**config.mk**
```make
export PLATFORM = sky130hd
export DESIGN_NAME = window_display_scan_flat
export DESIGN_NICKNAME = d
export VERILOG_FILES = /design/src/rtl/window_display_scan_pkg.sv /design/src/rtl/window_display_scan_if.sv /design/src/rtl/window_display_scan_msg_rom.sv /design/src/rtl/window_display_scan.sv /design/src/flat_wrapper.sv
export SDC_FILE = /design/constraint.sdc
export NUM_CORES = 1
export LEC_CHECK = 0
export ABC_AREA = 1
export CAP_MARGIN = 20
export CORE_MARGIN = 2
export CORE_UTILIZATION = 45
export CTS_CLUSTER_SIZE = 10
export DETAILED_ROUTE_END_ITERATION = 12
export GPL_TIMING_DRIVEN = 1
export PLACE_DENSITY = 0.7
export SLEW_MARGIN = 20
export SYNTH_ARGS = -nofsm -noshare
export SYNTH_HDL_FRONTEND = slang
export SYNTH_SLANG_ARGS = --single-unit
```
**constraint.sdc**
```tcl
create_clock -name clk -period 2.52 [get_ports clk]
set_input_delay 0.504 -clock clk [delete_from_list [all_inputs] [get_ports clk]]
set_output_delay 0.504 -clock clk [all_outputs]
set_load 0.03 [all_outputs]
```
**src/rtl/window_display_scan_pkg.sv**
```systemverilog
//------------------------------------------------------------------------------
// Module  : window_pkg
// Brief   : Shared defaults, character codes and glyph encoder for the
//           window_display_scan slice.
// Rev     : 1.0  initial release
//------------------------------------------------------------------------------
`default_nettype none

package window_pkg;

  localparam int c_msg_len    = 12;
  localparam int c_num_digits = 4;

  typedef logic [4:0] char_code_t;

  // Codes 0..9 are the decimal digits; letters and punctuation follow.
  localparam char_code_t c_ch_0     = 5'd0;
  localparam char_code_t c_ch_2     = 5'd2;
  localparam char_code_t c_ch_4     = 5'd4;
  localparam char_code_t c_ch_a     = 5'd10;
  localparam char_code_t c_ch_b     = 5'd11;
  localparam char_code_t c_ch_c     = 5'd12;
  localparam char_code_t c_ch_d     = 5'd13;
  localparam char_code_t c_ch_e     = 5'd14;
  localparam char_code_t c_ch_f     = 5'd15;
  localparam char_code_t c_ch_h     = 5'd16;
  localparam char_code_t c_ch_l     = 5'd17;
  localparam char_code_t c_ch_p     = 5'd18;
  localparam char_code_t c_ch_u     = 5'd19;
  localparam char_code_t c_ch_dash  = 5'd20;
  localparam char_code_t c_ch_blank = 5'd21;
  localparam char_code_t c_ch_undef = 5'd31;

  localparam logic [6:0] c_seg_blank = 7'b1111111;

  // Returns active-low {g,f,e,d,c,b,a}; codes without a glyph go blank.
  function automatic logic [6:0] encode_glyph(input char_code_t code);
    logic [6:0] lit;
    lit = 7'b0000000;
    case (code)
      5'd0:      lit = 7'b0111111;
      5'd1:      lit = 7'b0000110;
      5'd2:      lit = 7'b1011011;
      5'd3:      lit = 7'b1001111;
      5'd4:      lit = 7'b1100110;
      5'd5:      lit = 7'b1101101;
      5'd6:      lit = 7'b1111101;
      5'd7:      lit = 7'b0000111;
      5'd8:      lit = 7'b1111111;
      5'd9:      lit = 7'b1101111;
      c_ch_a:    lit = 7'b1110111;
      c_ch_b:    lit = 7'b1111100;
      c_ch_c:    lit = 7'b0111001;
      c_ch_d:    lit = 7'b1011110;
      c_ch_e:    lit = 7'b1111001;
      c_ch_f:    lit = 7'b1110001;
      c_ch_h:    lit = 7'b1110110;
      c_ch_l:    lit = 7'b0111000;
      c_ch_p:    lit = 7'b1110011;
      c_ch_u:    lit = 7'b0111110;
      c_ch_dash: lit = 7'b1000000;
      default:   lit = 7'b0000000;
    endcase
    return ~lit;
  endfunction

endpackage

`default_nettype wire

```
**src/rtl/window_display_scan_if.sv**
```systemverilog
//------------------------------------------------------------------------------
// Module  : window_display_scan_if
// Brief   : Control inputs and multiplexed 7-segment outputs of the scanner.
// Rev     : 1.0  initial release
//------------------------------------------------------------------------------
`default_nettype none

interface window_display_scan_if
  import window_pkg::*;
#(
  parameter int NUM_DIGITS = c_num_digits
);
  logic                  tick_refresh;
  logic                  display_en;
  logic [3:0]            win_idx;
  logic [NUM_DIGITS-1:0] an;
  logic [6:0]            seg;
  logic                  frame_start;

  modport master (
    output tick_refresh, display_en, win_idx,
    input  an, seg, frame_start
  );

  modport slave (
    input  tick_refresh, display_en, win_idx,
    output an, seg, frame_start
  );
endinterface

`default_nettype wire

```
**src/rtl/window_display_scan_msg_rom.sv**
```systemverilog
//------------------------------------------------------------------------------
// Module  : msg_rom
// Brief   : Combinational circular-message store, "HELL0-2024A" plus one
//           glyph-less code in the last slot.
// Rev     : 1.0  initial release
//------------------------------------------------------------------------------
`default_nettype none

module msg_rom
  import window_pkg::*;
#(
  parameter int MSG_LEN = c_msg_len
) (
  input  logic [4:0] addr_i,
  output char_code_t code_o
);

  localparam logic [4:0] c_len = 5'(MSG_LEN);

  always_comb begin
    code_o = c_ch_blank;
    case (addr_i)
      5'd0:    code_o = c_ch_h;
      5'd1:    code_o = c_ch_e;
      5'd2:    code_o = c_ch_l;
      5'd3:    code_o = c_ch_l;
      5'd4:    code_o = c_ch_0;
      5'd5:    code_o = c_ch_dash;
      5'd6:    code_o = c_ch_2;
      5'd7:    code_o = c_ch_0;
      5'd8:    code_o = c_ch_2;
      5'd9:    code_o = c_ch_4;
      5'd10:   code_o = c_ch_a;
      5'd11:   code_o = c_ch_undef;
      default: code_o = c_ch_blank;
    endcase
    if (addr_i >= c_len) begin
      code_o = c_ch_blank;
    end
  end

endmodule

`default_nettype wire

```
**src/rtl/window_display_scan.sv**
```systemverilog
//------------------------------------------------------------------------------
// Module  : window_display_scan
// Brief   : Two-stage digit scanner showing a sliding window of a circular
//           message. Define FRAME_LATCH_EN to hold the window per frame.
// Rev     : 1.0  initial release
//------------------------------------------------------------------------------
`default_nettype none

module window_display_scan
  import window_pkg::*;
#(
  parameter int MSG_LEN    = c_msg_len,
  parameter int NUM_DIGITS = c_num_digits
) (
  input  logic                   clk,
  input  logic                   rst,
  window_display_scan_if.slave   bus
);

  localparam int              DIG_W        = (NUM_DIGITS > 1) ? $clog2(NUM_DIGITS) : 1;
  localparam logic [DIG_W-1:0] c_last_digit = DIG_W'(NUM_DIGITS - 1);
  localparam logic [4:0]       c_len        = 5'(MSG_LEN);

  logic [DIG_W-1:0]      digit_q, digit_d;
  logic                  wrap_w;
  logic [3:0]            win_clean_w;
  logic [3:0]            base_w;
  logic [4:0]            sum_w, addr_d;
  logic                  s1_valid_q;
  logic [DIG_W-1:0]      s1_digit_q;
  logic [4:0]            s1_addr_q;
  char_code_t            code_w;
  logic [NUM_DIGITS-1:0] an_sel_w;
  logic [NUM_DIGITS-1:0] an_q;
  logic [6:0]            seg_q;
  logic                  frame_start_q;

  always_comb begin
    wrap_w      = (digit_q == c_last_digit);
    digit_d     = digit_q;
    if (bus.tick_refresh) begin
      digit_d = wrap_w ? '0 : digit_q + 1'b1;
    end
    win_clean_w = ({1'b0, bus.win_idx} >= c_len) ? 4'd0 : bus.win_idx;
  end

`ifdef FRAME_LATCH_EN
  logic [3:0] base_q, base_d;

  // The wrapping tick both latches the new window and addresses digit 0 with it.
  always_comb begin
    base_d = (bus.tick_refresh && wrap_w) ? win_clean_w : base_q;
    base_w = base_d;
  end

  always_ff @(posedge clk or posedge rst) begin
    if (rst) base_q <= 4'd0;
    else     base_q <= base_d;
  end
`else
  always_comb base_w = win_clean_w;
`endif

  always_comb begin
    sum_w  = {1'b0, base_w} + 5'(digit_d);
    addr_d = (sum_w >= c_len) ? sum_w - c_len : sum_w;
  end

  always_ff @(posedge clk or posedge rst) begin
    if (rst) begin
      digit_q    <= '0;
      s1_valid_q <= 1'b0;
      s1_digit_q <= '0;
      s1_addr_q  <= 5'd0;
    end else begin
      digit_q    <= digit_d;
      s1_valid_q <= bus.tick_refresh;
      if (bus.tick_refresh) begin
        s1_digit_q <= digit_d;
        s1_addr_q  <= addr_d;
      end
    end
  end

  msg_rom #(.MSG_LEN(MSG_LEN)) u_msg_rom (
    .addr_i (s1_addr_q),
    .code_o (code_w)
  );

  // Digit 0 sits on the MSB of an.
  for (genvar i = 0; i < NUM_DIGITS; i++) begin : g_an_sel
    assign an_sel_w[i] = (s1_digit_q != DIG_W'(NUM_DIGITS - 1 - i));
  end

  always_ff @(posedge clk or posedge rst) begin
    if (rst) begin
      an_q          <= '1;
      seg_q         <= c_seg_blank;
      frame_start_q <= 1'b0;
    end else begin
      frame_start_q <= s1_valid_q && (s1_digit_q == '0);
      if (s1_valid_q) seg_q <= encode_glyph(code_w);
      if (!bus.display_en)  an_q <= '1;
      else if (s1_valid_q)  an_q <= an_sel_w;
    end
  end

  assign bus.an          = an_q;
  assign bus.seg         = seg_q;
  assign bus.frame_start = frame_start_q;

endmodule

`default_nettype wire

```
**src/flat_wrapper.sv**
```systemverilog
// flat-port wrapper written by rule: the top's interface ports become plain ports
module window_display_scan_flat import window_pkg::*;
#(
  parameter int MSG_LEN    = c_msg_len,
  parameter int NUM_DIGITS = c_num_digits
)
  (clk, rst, bus_tick_refresh, bus_display_en, bus_win_idx, bus_an, bus_seg, bus_frame_start);
  window_display_scan_if #(.NUM_DIGITS(NUM_DIGITS)) bus_i ();
  input  logic clk;
  input  logic rst;
  input wire logic [$bits(bus_i.tick_refresh)-1:0] bus_tick_refresh;
  input wire logic [$bits(bus_i.display_en)-1:0] bus_display_en;
  input wire logic [$bits(bus_i.win_idx)-1:0] bus_win_idx;
  output wire logic [$bits(bus_i.an)-1:0] bus_an;
  output wire logic [$bits(bus_i.seg)-1:0] bus_seg;
  output wire logic [$bits(bus_i.frame_start)-1:0] bus_frame_start;
  assign bus_i.tick_refresh = bus_tick_refresh;
  assign bus_i.display_en = bus_display_en;
  assign bus_i.win_idx = bus_win_idx;
  assign bus_an = bus_i.an;
  assign bus_seg = bus_i.seg;
  assign bus_frame_start = bus_i.frame_start;
  window_display_scan #(.MSG_LEN(MSG_LEN), .NUM_DIGITS(NUM_DIGITS)) u_core (.clk(clk), .rst(rst), .bus(bus_i));
endmodule
```
==> results of run 1 <==
-- sequential cells by signal, indices dropped and copies added, names as in the netlist --
register                cells
u_core.s1_valid_q           1
u_core.s1_addr_q            5
u_core.digit_q              2
u_core.bus.seg              7
u_core.bus.an               4
u_core.bus.frame_start      1
u_core.s1_digit_q           2
-- power breakdown --
group | internal (mW) | total (mW) | leakage (nW) | switching, mW
sequential | 0.528 | 0.627 | 0.253 | 0.0991
clock | 0.121 | 0.227 | 0.0261 | 0.106
combinational | 0.608 | 1.59 | 0.686 | 0.984
-- layout by cell type, fill, tap and decap left out --
master	netlist	routed
clkdlybuf4s50_1	0	18
nand4_4	1	1
clkbuf_4	0	3
nand2_4	1	1
nand4_1	1	1
inv_2	3	6
and2_1	1	1
a21oi_2	2	2
nand2_1	63	63
fa_2	0	1
o211ai_1	1	1
nor3_1	5	4
clkbuf_16	0	1
dlygate4sd2_1	0	1
buf_4	0	14
dfrtp_1	11	11
inv_1	26	23
clkinv_2	1	1
nand2_2	4	4
nand3_1	24	24
nor2_4	1	1
nor2_1	17	17
nor3_2	0	1
nand3b_1	1	1
ha_1	10	7
o21ai_0	7	6
a21oi_1	8	8
dfstp_2	11	11
a31oi_1	2	2
ha_2	0	3
xor2_2	0	1
o21ai_1	2	3
nor2_8	1	1
clkinv_1	1	1
-- path summary, 6_finish.rpt --
kind,start,end,cells past startpoint
max,u_core.digit_q[0],u_core.s1_addr_q[3],14
min,u_core.s1_digit_q[0],u_core.bus.an[0],1
max reg2reg,u_core.digit_q[0],u_core.s1_addr_q[3],14
min reg2reg,u_core.s1_digit_q[0],u_core.bus.an[0],1
max in group asynchronous,rst,u_core.bus.seg[0],3
min in group asynchronous,rst,u_core.s1_addr_q[4],3
-- layer usage --
metal,global-route usage [%],share of wire [%]
met1,23.19,45
met2,29.35,50
met3,3.986,4.7
met4,2.778,0
met5,0,0
-- metrics by stage --
step | util [%] | area, sq um | TNS [ns] | setup slack, ns | cells
6_report | 58.43 | 1934 | 0 | 0.1176 | 290
5_1_grt | 58.43 | 1934 | -0.03503 | -0.02626 | 290
4_1_cts | 57.29 | 1897 | 0 | 0.02516 | 288
3_5_place_dp | 55.67 | 1843 | -0.9113 | -0.4217 | 283
3_3_place_gp | 55.67 | 1843 | -0.6668 | -0.3492 | 283
2_1_floorplan | - | 1534 | 0 | 0.06788 | 210
-- cell families after synthesis --
family          Yosys count  share of synthesized area (%)
simple gates            120                          36.16
buf+inv                  34                          8.978
compound gates           22                          8.000
flops                    22                          36.82
fa+ha+maj                11                          9.469
xor+xnor                  1                         0.5715
-- timing repair --
item | 4_1_cts | 5_1_grt
gates resized for setup | 2 | 9
hold endpoints to repair | 0 | 0
buffers inserted | 1 | 2
pin swaps | 1 | 3
setup endpoints to repair | 2 | 2
-- critical path: stages (launching register included) --
cell and delay, ns:
dfrtp_1 0.42, ha_2 0.18, nor2_1 0.08, nand2_1 0.08, nand2_1 0.09, ha_2 0.19
inv_2 0.04, fa_2 0.35, xor2_2 0.18, ha_2 0.19, inv_2 0.04, nor3_2 0.13
nor2_1 0.08, o211ai_1 0.15, o21ai_1 0.08
-- cell type report --
type                            count  share of cell area, %
Inverter                           31                  6.080
Tap cell                           46                  2.975
Clock buffer                        4                  2.458
Multi-Input combinational cell    154                  44.11
Sequential cell                    22                  29.17
Timing Repair Buffer               33                  15.20
==> run metrics, run 1 <==
initial antenna violation count 0; IO Pins 20; max-cap violations 0; flop2flop setup slack 0.12 ns; H-tree Lvls 1; outcome complete, no violations; Post-Syn Nets 229; vias in the first global route 1335; Final Critical Period 2.402 ns; maximum number of pins on one net before global-route repair 23; Worst-path clk slew 0.12 ns; Slew @ Worst Pin 0.3587 ns; Post-synth ARST share 100.0%; required time of the critical path 2.72 ns; total vias in the final route 1436; Ys Warns 0; starting density of the core 46.30%; antenna fix cells 0; Layout area overhead 26.20%; # rows 21; root buf cell clkbuf_4; Die W 62.36 um; Area contributors post-synth dfstp_2 19%, dfrtp_1 18%, nand2_1 15%; leakage power 0.9652 nW; clk_lat worst skew 0.31 ns; die height 62.36 um; top cell type's share of synthesized area 18.86%; post-route ant nets 0; Hold Slack 0.4768 ns; synthesized area per cell 7.299 sq um; Final Net Count 264; endpoint class of the critical path flop; placed wire-length estimate 2403 um; number of buffers added on ports 19; Vias/cell 4.952; CTS tree yes; Worst slew margin 76.02%; Max Freq 0.4163 GHz; post-route clock period utilization 95.33%; most frequent cell after synthesis nand2_1; max-slew violation count 0; remaining global-route overflow 0; Yosys cell types 30; Avg WL per Cell 10.90 um; Worst EP arrival 2.60 ns; CP Max Fanout 3; sequential area share after synthesis 36.82%; Clock Path Buffers 2; register area 564.3 sq um; Synth Register Bits 22; cts hold-fix bufs 0; Clock Sinks 22; CTS Buf Count 3; Setup Viol. Count Final 0; Tot Pwr 2.446 mW; worst hold path type reg -> reg; Synth area leader dfstp_2; Synth Cell Area 1533 sq um; 1st-pass router iterations 5; Cells after Synth 210; Total Die Area 3889 sq um; GRT Overall Usage 17.34%; Post-synth top cells 63 x nand2_1, 26 x inv_1, 24 x nand3_1, 17 x nor2_1; First DRT Iteration DRCs 85; Setup Skew 0.004342 ns; most used flip-flop cell after synthesis dfstp_2; share of post-route cells with drive strength above 1 21.31%; Final Wtd Congestion 0.8275; Pwr per Cell Area 1265 nW/um^2; Crit Path Class reg -> reg; core footprint 3311 sq um; Residual DRC 0; Multi-input gate area 853.3 sq um; first-pass GRT wire length 5616 um; maximum vdd drop 0.4943 mV; final hold violation count 0; Worst setup SP type flop; fillers 332; final WL 3160 um; EDFF count, synth 0
Note: power is estimated with default switching activity, not from simulation.
==> run 2, diff against run 1 <==
Settings changed: SKIP_LAST_GASP from default to 1.
Clock period 2.52 ns to 2 ns, I/O delays scaled along.
==> run metrics, run 2 (synthesized netlist as in run 1, its figures left out) <==
outcome finished, violations left; failing checks setup timing; RR Endpoint u_core.s1_addr_q[3]; starting density of the core 46.30% (unchanged); CP peak stage delay 0.41 ns (about the same); first-pass GRT wire length 5706 um (+1.6%); flop2flop setup slack -0.36 ns (-0.47 ns); Critical R2R Launch u_core.digit_q[0]; leakage power 1.008 nW (+4.5%); placed wire-length estimate 2487 um (+3.5%); Internal Power 1.671 mW (+33%); commonest cells after routing, fill and taps aside 58 x nand2_1, 24 x nand3_1, 23 x inv_1; Worst-path clk slew 0.12 ns (about the same); Critical Path End u_core.s1_addr_q[3]; GRT Overall Usage 17.75% (+0.41 points); R2R depth 14 (unchanged); Sw Ratio 48.26% (-0.35 points); Setup Skew 0.002483 ns (-0.001859 ns); vias in the first global route 1391 (+4.2%); Crit path max-delay family adder cells; Gate power share 67.0% (+1.9 points); crit path buf inv count 2 (unchanged); metal2 WL 1637 um (+3.9%); max-cap violations 0 (unchanged); crit-path cells ha_2 > nor2_1 > nand2_1 > nand2_2 > ha_4 > inv_2 > fa_2 > xor2_2 > ha_2 > inv_2 > nor3_4 > nor2_1 > o211ai_1 > o21ai_1; Final WS setup -0.3562 ns (-0.4739 ns); Crit-path slowest cell dfrtp_1; Pwr per Cell Area 1593 nW/um^2 (+26%); remaining global-route overflow 0 (unchanged); CTS tree yes; Worst setup SP type flop; # rows 21 (unchanged); Met1 Wirelength 1515 um (+5.7%); maximum number of pins on one net before global-route repair 23 (unchanged); Avg WL per Cell 11.02 um (+1.1%); 1st-pass router iterations 4 (-1); Largest register FFs 7 (unchanged); Vias/cell 4.923 (-0.58%); Clock power frac 8.8% (-0.5 points); Crit Path Class reg -> reg; WP depth 14 (unchanged); Die W 62.36 um (unchanged); CP Max Fanout 2 (-1); Worst EP arrival 2.56 ns (-0.04 ns); IO Pins 20 (unchanged); clk_lat worst skew 0.30 ns (about the same); required time of the critical path 2.20 ns (-0.52 ns); die height 62.36 um (unchanged); Flop pwr share 24.2% (-1.4 points); DR top layer met4; number of buffers added on ports 19 (unchanged); switching power 1.559 mW (+31%); core footprint 3311 sq um (unchanged); Layout area overhead 32.24%; Worst Setup SP u_core.digit_q[0]; worst hold path type in -> async; post-route ant nets 0 (unchanged); commonest non-fill, non-tap cell in the layout nand2_1; First DRT Iteration DRCs 75 (-12%); routed wl met3 105 um (-30%); H-tree Lvls 1 (unchanged); Setup Viol. Count Final 3 (+3); endpoint class of the critical path flop; RSZ-0062 raised after global routing yes; post-route clock period utilization 117.8% (+22 points); final WL 3283 um (+3.9%); root buf cell clkbuf_4; antenna fix cells 0 (unchanged); Slew @ Worst Pin 0.3936 ns (+0.03486 ns); final hold violation count 0 (unchanged); initial antenna violation count 0 (unchanged); Final Critical Period 2.356 ns (-0.04612 ns); CTS Buf Count 3 (unchanged); Clock Sinks 22 (unchanged); Final Core Density 61.22% (+2.8 points); Total Die Area 3889 sq um (unchanged); total vias in the final route 1467 (+2.2%); Final Net Count 272 (+3.0%); Final Wtd Congestion 0.8390 (+1.4%); max-slew violation count 0 (unchanged); Setup TNS -0.8555 ns (-0.8555 ns); maximum vdd drop 0.6670 mV (+35%); Max Freq 0.4244 GHz (+2.0%); Worst slew margin 73.69% (-2.3 points); Clock Path Buffers 2 (unchanged); Residual DRC 0 (unchanged); share of post-route cells with drive strength above 1 26.19% (+4.9 points)
[run 2: final cells by class]
type / count / area, sq um
fill: 311 / 1284
multi-input combinational: 154 / 885.9
sequential: 22 / 564.3
timing repair buffer: 41 / 354.1
inverter: 31 / 117.6
tap: 46 / 57.56
clock buffer: 4 / 47.55
[run 2: routing by layer]
metal,GRT usage (%),up-vias
met5,0,-
met1,21.60,681
met2,32.74,29
met3,3.442,4
li1,-,753
met4,3.333,0
[run 2: worst min-delay path by stage]
stage	endpoint	from	slack [ns]
final	u_core.s1_addr_q[0]	rst	0.41
after global routing	u_core.s1_valid_q	bus_tick_refresh	0.42
after CTS	u_core.s1_addr_q[4]	rst	0.42
after detailed placement	u_core.bus.seg[3]	u_core.bus.seg[3]	0.46
after global placement	u_core.bus.seg[2]	u_core.bus.seg[2]	0.45
after floorplan	u_core.bus.frame_start	rst	0.38
[run 2: through the flow]
stage | power, mW | worst slack (ns) | hold WS (ns) | std cells | cell area, sq um
3_5_place_dp | 2.826 | -0.7327 | 0.4554 | 288 | 1896
4_1_cts | 3.185 | -0.3341 | 0.4232 | 296 | 1994
5_1_grt | 3.528 | -0.5484 | 0.4184 | 298 | 2027
2_1_floorplan | 2.254 | -0.2385 | 0.3811 | 210 | 1549
3_3_place_gp | 2.801 | -0.6079 | 0.4541 | 288 | 1896
6_report | 3.230 | -0.3562 | 0.4114 | 298 | 2027
[run 2: tightest hold or removal path, delay by kind of cell]
family / cells / cell delay (ns)
buffers and inverters: 3 / 0.71
[run 2: repair_timing]
item / in CTS / in global routing
buffers inserted: 5 / 3
endpoints found under the setup margin: 3 / 6
gates cloned: 0 / 0
pin swaps: 1 / 5
gates resized for setup: 11 / 7
hold buffers: 0 / 0
[run 2: power by group through the flow]
stage / clock [mW] / sequential, mW / combinational [mW]
final: 0.284 / 0.781 / 2.16
after global routing: 0.315 / 0.806 / 2.41
after CTS: 0.291 / 0.778 / 2.12
after detailed placement: 0 / 0.787 / 2.04
after global placement: 0 / 0.784 / 2.02
after floorplan: 0 / 0.963 / 1.29
==> run 3, diff against run 2 <==
Settings changed: CORE_UTILIZATION 45 to 49, PLACE_DENSITY 0.7 to 0.75.
==> run metrics, run 3 (synthesized netlist as in run 1, its figures left out) <==
outcome finished, violations left; failing checks setup timing; 1st-pass router iterations 6 (+2); Flop pwr share 25.3% (+1.1 points); vias in the first global route 1246 (-10%); maximum number of pins on one net before global-route repair 23 (unchanged); final WL 3063 um (-6.7%); CP Max Fanout 3 (+1); cts hold-fix bufs 0 (unchanged); Crit Path Class reg -> reg; placed wire-length estimate 2415 um (-2.9%); dpl ws -0.6717 ns (+0.06093 ns); R2R depth 12 (-2); first-pass GRT wire length 5092 um (-11%); Final Core Density 64.79% (+3.6 points); Residual DRC 0 (unchanged); Worst EP arrival 2.51 ns (-0.05 ns); RR Endpoint u_core.s1_addr_q[3]; clk_lat worst skew 0.30 ns (about the same); Setup Skew 0.001069 ns (-0.001413 ns); Internal Power 1.587 mW (-5.1%); post-route ant nets 0 (unchanged); starting density of the core 51.04% (+4.7 points); CTS tree yes; die height 59.93 um (-3.9%); Critical R2R Launch u_core.digit_q[1]; Largest register FFs 7 (unchanged); Max Freq 0.4325 GHz (+1.9%); H-tree Lvls 1 (unchanged); maximum vdd drop 0.7537 mV (+13%); First DRT Iteration DRCs 34 (-55%); Sw Ratio 48.67% (+0.41 points); Total Die Area 3592 sq um (-7.6%); Gate power share 67.2% (+0.2 points); Pwr per Cell Area 1589 nW/um^2 (-0.30%); Clock Sinks 22 (unchanged); Worst setup SP type flop; Die W 59.93 um (-3.9%); Worst-path clk slew 0.11 ns (about the same); max-cap violations 0 (unchanged); total vias in the final route 1447 (-1.4%); switching power 1.504 mW (-3.5%); Setup TNS -0.7047 ns (+0.1508 ns); required time of the critical path 2.19 ns (about the same); Clock Path Buffers 2 (unchanged); initial antenna violation count 0 (unchanged); leakage power 0.9773 nW (-3.1%); Worst slew margin 75.64% (+1.9 points); antenna fix cells 0 (unchanged); Tot Pwr 3.091 mW (-4.3%); Final Wtd Congestion 0.8059 (-3.9%); post-route clock period utilization 115.6% (-2.2 points); root buf cell clkbuf_4; commonest cells after routing, fill and taps aside 60 x nand2_1, 23 x nand3_1, 22 x inv_1; max-slew violation count 0 (unchanged); commonest non-fill, non-tap cell in the layout nand2_1; Avg WL per Cell 10.94 um (-0.70%); endpoint class of the critical path flop; worst hold path type in -> async; Final Net Count 267 (-1.8%); Vias/cell 5.168 (+5.0%); core footprint 3003 sq um (-9.3%); CTS Buf Count 3 (unchanged); Clock power frac 7.5% (-1.3 points); GRT Overall Usage 18.66% (+0.92 points); Setup Viol. Count Final 3 (unchanged); flop2flop setup slack -0.31 ns (+0.04 ns); final hold violation count 0 (unchanged); Hold Slack 0.4142 ns (+0.002840 ns); share of post-route cells with drive strength above 1 24.70% (-1.5 points); number of buffers added on ports 19 (unchanged); remaining global-route overflow 0 (unchanged); Slew @ Worst Pin 0.3654 ns (-0.02814 ns); Final WS setup -0.3122 ns (+0.04404 ns); RSZ-0062 raised after global routing yes; Final Critical Period 2.312 ns (-0.04404 ns); IO Pins 20 (unchanged); Worst Setup SP u_core.digit_q[1]; # rows 20 (-4.8%); Layout area overhead 26.94%
run 3: cell count changes in the layout (fill, tap and decap cells not counted), sizes merged:
cell and change:
buf -5
run 3: area by class of cell:
type / instances / area (sq um)
inverters: 31 / 117.6
multi-input cells: 154 / 869.6
clock buffers: 4 / 36.28
flip-flops and latches: 22 / 564.3
well taps: 33 / 41.29
repair buffers: 36 / 316.6
fillers: 279 / 1057
run 3: per-stage QoR:
stage | std cells | area, sq um
floorplan | 210 | 1549
global placement | 275 | 1879
detailed placement | 275 | 1879
CTS | 279 | 1914
global route | 280 | 1946
finish | 280 | 1946
run 3: layer usage:
layer  share of wire (%)  wire (um)  GRT usage (%)  vias up
met2                  49       1513          33.07       38
li1                    -          -              -      740
met5                   0          0              0        -
met1                  46       1403          22.30      663
met3                 3.3        101          3.896        6
met4                 1.5         45          6.032        0
run 3: power groups by stage:
stage	sequential, mW	combinational (mW)	clock, mW
5_1_grt	0.805	2.32	0.262
3_5_place_dp	0.788	2.02	0
4_1_cts	0.781	2.04	0.240
3_3_place_gp	0.784	2.00	0
2_1_floorplan	0.963	1.29	0
6_report	0.782	2.08	0.231
run 3: what timing repair did:
item | in CTS | in global routing
setup buffers | 0 | 1
resized for setup | 2 | 14
pin swaps | 0 | 2
endpoints found under the setup margin | 3 | 7
run 3: worst max-delay path, stage by stage, from the launching register on:
cell and delay, ns:
dfrtp_1 0.41, ha_2 0.32, nand2_1 0.08, nand2_2 0.10, inv_1 0.07, fa_2 0.40, xor2_2 0.15, ha_2 0.19
inv_2 0.04, nor3_2 0.13, nor2_1 0.08, o211ai_1 0.15, o21ai_1 0.08
run 3: worst max-delay path by stage:
stage / endpoint / slack (ns) / cells after the start
global placement: u_core.s1_addr_q[3] / -0.61 / 14
global route: u_core.s1_addr_q[3] / -0.46 / 14
detailed placement: u_core.s1_addr_q[3] / -0.67 / 14
CTS: u_core.s1_addr_q[3] / -0.31 / 14
floorplan: u_core.s1_addr_q[3] / -0.24 / 14
finish: u_core.s1_addr_q[3] / -0.31 / 12
